$ cat config.mk
export PLATFORM = sky130hd
export DESIGN_NAME = down_counter_timer
export DESIGN_NICKNAME = d
export VERILOG_FILES = /design/src/rtl/counter_pkg.sv /design/src/rtl/dffe_ar.sv /design/src/rtl/down_counter_timer.sv
export SDC_FILE = /design/constraint.sdc
export NUM_CORES = 1
export LEC_CHECK = 0
export ABC_AREA = 1
export CAP_MARGIN = 15
export CORE_MARGIN = 3
export CORE_UTILIZATION = 54
export DETAILED_ROUTE_END_ITERATION = 7
export GPL_TIMING_DRIVEN = 0
export PLACE_DENSITY = 0.83
export SYNTH_ARGS = -nofsm -noshare
export SYNTH_HDL_FRONTEND = slang
export SYNTH_SLANG_ARGS = --single-unit
$ cat constraint.sdc
create_clock -name clk -period 4.18 [get_ports clk]
set_input_delay 1.254 -clock clk [delete_from_list [all_inputs] [get_ports clk]]
set_output_delay 1.254 -clock clk [all_outputs]
set_load 0.03 [all_outputs]
$ cat src/rtl/counter_pkg.sv
// Shared definitions for the down-counter timer.
// Holds the FSM state encoding and the mode select constants, so the
// timer and any future siblings agree on the same values.
package counter_pkg;

  typedef enum logic [1:0] {
    ST_IDLE = 2'd0,
    ST_RUN  = 2'd1,
    ST_DONE = 2'd2
  } state_t;

  localparam logic MODE_ONESHOT = 1'b0;
  localparam logic MODE_AUTO    = 1'b1;

endpackage : counter_pkg

$ cat src/rtl/dffe_ar.sv
// Parameterised register with asynchronous active-high reset and load enable.
// Ports:
//   clk   - rising-edge clock
//   reset - asynchronous, active-high; clears q to zero
//   en    - when high, q captures d on the next rising edge
//   d     - next value
//   q     - registered value
module dffe_ar #(
  parameter int WIDTH = 4
) (
  input  logic             clk,
  input  logic             reset,
  input  logic             en,
  input  logic [WIDTH-1:0] d,
  output logic [WIDTH-1:0] q
);

  // NOTE: sequential state uses non-blocking assignments so every flop
  // samples pre-edge values, independent of block ordering.
  always_ff @(posedge clk or posedge reset) begin
    if (reset) begin
      q <= '0;
    end else if (en) begin
      q <= d;
    end
  end

endmodule : dffe_ar

$ cat src/rtl/down_counter_timer.sv
// Loadable down-counter used as a countdown timer.
// Counts down from a programmed reload value on each tick while running,
// and pulses tc for one cycle at terminal count. Supports one-shot
// (stop in DONE) and auto-reload (restart from reload) modes.
// Ports:
//   clk      - rising-edge clock
//   reset    - asynchronous, active-high; clears all state
//   load     - capture load_val into reload register and counter, go IDLE
//   load_val - reload value; N gives a period of N ticks
//   start    - begin counting (IDLE/DONE), resume from held count (IDLE)
//   stop     - pause counting in RUN, holding the count
//   mode     - 0 = one-shot, 1 = auto-reload; sampled every cycle
//   tick     - decrement strobe, honoured only while running
//   count    - current counter value
//   busy     - high while running
//   tc       - one-cycle terminal-count pulse
//   done     - sticky one-shot completion flag
module down_counter_timer
  import counter_pkg::*;
#(
  parameter int WIDTH = 4
) (
  input  logic             clk,
  input  logic             reset,
  input  logic             load,
  input  logic [WIDTH-1:0] load_val,
  input  logic             start,
  input  logic             stop,
  input  logic             mode,
  input  logic             tick,
  output logic [WIDTH-1:0] count,
  output logic             busy,
  output logic             tc,
  output logic             done
);

  state_t           state_q, state_d;
  logic             tc_q, tc_d;
  logic [WIDTH-1:0] count_q, count_d;
  logic [WIDTH-1:0] reload_q, reload_d;
  logic             count_en, reload_en;
  logic [WIDTH-1:0] start_val;

  dffe_ar #(.WIDTH(WIDTH)) u_count_reg (
    .clk   (clk),
    .reset (reset),
    .en    (count_en),
    .d     (count_d),
    .q     (count_q)
  );

  dffe_ar #(.WIDTH(WIDTH)) u_reload_reg (
    .clk   (clk),
    .reset (reset),
    .en    (reload_en),
    .d     (reload_d),
    .q     (reload_q)
  );

  always_ff @(posedge clk or posedge reset) begin
    if (reset) begin
      state_q <= ST_IDLE;
      tc_q    <= 1'b0;
    end else begin
      state_q <= state_d;
      tc_q    <= tc_d;
    end
  end

  // NOTE: every signal written here gets a default first, so no path
  // leaves a value unassigned and no latch is inferred.
  always_comb begin
    state_d   = state_q;
    tc_d      = 1'b0;
    count_d   = count_q;
    count_en  = 1'b0;
    reload_d  = reload_q;
    reload_en = 1'b0;
    // Resuming from IDLE keeps a non-zero held count; anything else restarts.
    start_val = (state_q == ST_IDLE && count_q != '0) ? count_q : reload_q;

    if (load) begin
      reload_d  = load_val;
      reload_en = 1'b1;
      count_d   = load_val;
      count_en  = 1'b1;
      state_d   = ST_IDLE;
    end else if (stop) begin
      // stop also masks a same-cycle start, even when not running.
      if (state_q == ST_RUN) begin
        state_d = ST_IDLE;
      end
    end else if (start && state_q != ST_RUN) begin
      count_en = 1'b1;
      if (start_val == '0) begin
        // A zero period completes immediately; auto-reload never free-runs on 0.
        count_d = '0;
        tc_d    = 1'b1;
        state_d = ST_DONE;
      end else begin
        count_d = start_val;
        state_d = ST_RUN;
      end
    end else if (tick && state_q == ST_RUN && count_q != '0) begin
      count_en = 1'b1;
      if (count_q > WIDTH'(1)) begin
        count_d = count_q - WIDTH'(1);
      end else begin
        tc_d = 1'b1;
        if (mode == MODE_AUTO) begin
          count_d = reload_q;
        end else begin
          count_d = '0;
          state_d = ST_DONE;
        end
      end
    end
  end

  assign count = count_q;
  assign busy  = (state_q == ST_RUN);
  assign done  = (state_q == ST_DONE);
  assign tc    = tc_q;

endmodule : down_counter_timer

==> reports/results.txt <==
Top Ports -> 18
Min cycle time layout -> 2880 ps
Post-Syn Area -> 882 µm²
Max_slew headroom -> 73.5%
Die area -> 0.00215 mm²
Fin crit share -> 68.8%
Syn nets -> 147
Unrepaired setup endpoints after global routing -> no
Core Region -> 0.00142 mm²
LEAKAGE -> 0.570 nW
CTS tree -> done
Post-layout util -> 76.8%
Worst hold margin -> 528 ps
Final setup TNS -> 0 ps
Ranking of synthesized cells by area -> dfrtp_1 (31%), nand2_1 (20%), nand3_1 (7.9%)
Sequential area share after synthesis -> 31.2%
Top_reg_cell synth -> dfrtp_1
Pwr dens -> 388 mW/mm²
Reg-to-reg slack, setup -> 2490 ps
# diodes -> 0
Routed WL per cell -> 11.6 µm
CP max stage delay -> 690 ps
FF+latch count, synth -> 11
CP Max Fanout -> 4
DR vias -> 880
Cell type of the slowest stage on the worst timing path -> clkdlybuf4s50_1
Max Clock Skew -> 3.11 ps
Inserted Clock Buffers -> 3
Distinct cells, synth -> 18
Chip Width -> 46.4 µm
Hold Vio Cnt, Final -> 0
Total track usage -> 22.1%
Top cells by count, synth -> nand2_1 (47), inv_1 (17), nand3_1 (14)
# DRC -> 0
Post-synth EDFFs -> 0
TritonRoute pass-1 iters -> 4
Global route overflow -> 0
Tightest Pin Transition -> 397 ps
GPL Wtd Cong -> 0.870
Setup bufs post-CTS -> 0
Status -> completed
Slew Limit Fails -> 0
Largest net degree at the start of global routing -> 12
Starting Density -> 62.3%
CTS hold repair buffers -> 0
Fmax achieved -> 348 MHz
CP startpoint kind -> flip-flop
CP Capture Type -> primary output
Crit path DAT -> 1620 ps
Setup violations, final -> 0
Pre-CTS setup slack -> 1580 ps
Leading area contributor after synthesis -> dfrtp_1
Syn_area_per_cell -> 6.63 µm²
Initial DRC count -> 27
CTS H-tree depth -> 1
Net count, final -> 168
Port Buffers -> 16
Share of cells above drive strength 1 -> 11.1%
Max Cap Viol -> 0
Fin cells -> 168
YS warnings -> 0
Fraction of registers with async set/reset -> 100%
HP Class -> flip-flop to flip-flop
Dpl cells -> 164
Die H -> 46.4 µm
CTS Buffer Depth -> 2
First-pass GRT wire length -> 3470 µm
CTS resizes -> 0
Area Overhead vs Synth -> 23.3%
Top cell type's share of synthesized area -> 31.2%
Synthesized instance count -> 133
Rows -> 13
Max VDD drop -> 0.281 mV
Antenna violations before repair -> 0
Critical Path RT -> 2930 ps
Fin worst setup slack -> 1300 ps
Vias/cell -> 5.24
Critical Setup Path Class -> flip-flop to primary output
WP buf/inv -> 1
Post-route ant nets -> 0
Cell family with most CP delay -> buffers and inverters
Final WL -> 1960 µm
Vias in the first global route -> 844
Worst path cell trace -> nor2_8 > clkdlybuf4s50_1
Clk Latency, worst-skew pair -> 260 ps
Top-count cell post-synth -> nand2_1
DP Wirelength -> 1630 µm
Fill cells -> 108
CTS root buf -> clkbuf_4
Clk sinks -> 11
Clk slew on worst S/H paths -> 60 ps
==> sequential cells by signal, summed over array words and instances, names as in the netlist <==
signal / count
state_q: 2
tc: 1
u_count_reg.q: 4
u_reload_reg.q: 4
==> cells by family (layout without fill, tap and decap cells) <==
logic type | Yosys count | count (layout) | synth area share, %
fa+ha+maj | 3 | 3 | 4.26
flops | 11 | 11 | 31.2
xor+xnor | 1 | 1 | 0.993
buf+inv | 19 | 39 | 8.51
compound gates | 10 | 10 | 5.67
simple gates | 89 | 89 | 49.4
==> final cells by class <==
type / count / area (µm²) / share of cell area (%)
Buffer: 1 / 7.51 / 0.690
Clock buffer: 4 / 26.3 / 2.42
Inverter: 18 / 67.6 / 6.21
Multi-Input combinational cell: 103 / 532 / 48.9
Sequential cell: 11 / 275 / 25.3
Tap cell: 15 / 18.8 / 1.73
Timing Repair Buffer: 16 / 160 / 14.7
==> stage by stage <==
stage / power [W] / instance area, µm²
floorplan: 0.000290 / 882
global placement: 0.000346 / 1060
detailed placement: 0.000353 / 1060
CTS: 0.000423 / 1090
global route: 0.000455 / 1090
finish: 0.000421 / 1090
==> worst reg2reg max path, stage by stage (launching register included) <==
cell and delay, ps:
dfrtp_1 460, inv_1 120, ha_1 210, inv_1 50
nand2_1 140, nand2_1 130, nor2_1 160, nand2_1 90
nand2_1 60, nand2_1 60, nand2_1 60, nand2_1 50
==> power by group <==
group	leakage (nW)	switching (W)	total, W	internal (W)
clock	0.0150	0.0000324	0.0000693	0.0000369
sequential	0.135	0.0000252	0.000147	0.000122
combinational	0.420	0.000125	0.000205	0.0000798
==> final timing paths <==
| check | from | end | depth (start not counted) |
|---|---|---|---|
| min in group asynchronous | reset | u_reload_reg.q[0] | 2 |
| max in group asynchronous | reset | u_reload_reg.q[2] | 2 |
| worst min-delay path | u_reload_reg.q[1] | u_reload_reg.q[1] | 2 |
| worst max-delay path | state_q[1] | busy | 2 |
| worst min register to register | u_reload_reg.q[1] | u_reload_reg.q[1] | 2 |
| worst max register to register | u_count_reg.q[0] | state_q[0] | 11 |
==> routing by layer <==
| metal | GRT usage, % | vias to the layer above | part of all wire (%) | wire length [µm] |
|---|---|---|---|---|
| li1 | - | 454 | - | - |
| met1 | 29.4 | 397 | 46 | 892 |
| met2 | 37.1 | 25 | 46 | 908 |
| met3 | 3.52 | 4 | 6.3 | 123 |
| met4 | 5.68 | 0 | 1.6 | 31 |
| met5 | 0 | - | 0 | 0 |
==> cell usage in the layout, fill, tap and decap left out <==
cell	n
nand2_1	47
nand2_2	3
nor2_2	3
a21oi_1	8
nand2_4	1
nand3_2	1
buf_4	1
nor2_8	2
ha_1	3
o21ai_0	2
nor2_1	13
dfrtp_1	11
inv_2	1
nor2_4	2
nand4_1	3
clkbuf_1	1
xnor2_1	1
clkbuf_4	3
inv_1	17
clkdlybuf4s50_1	16
nand3_1	14
(Power assumes the default switching activity.)
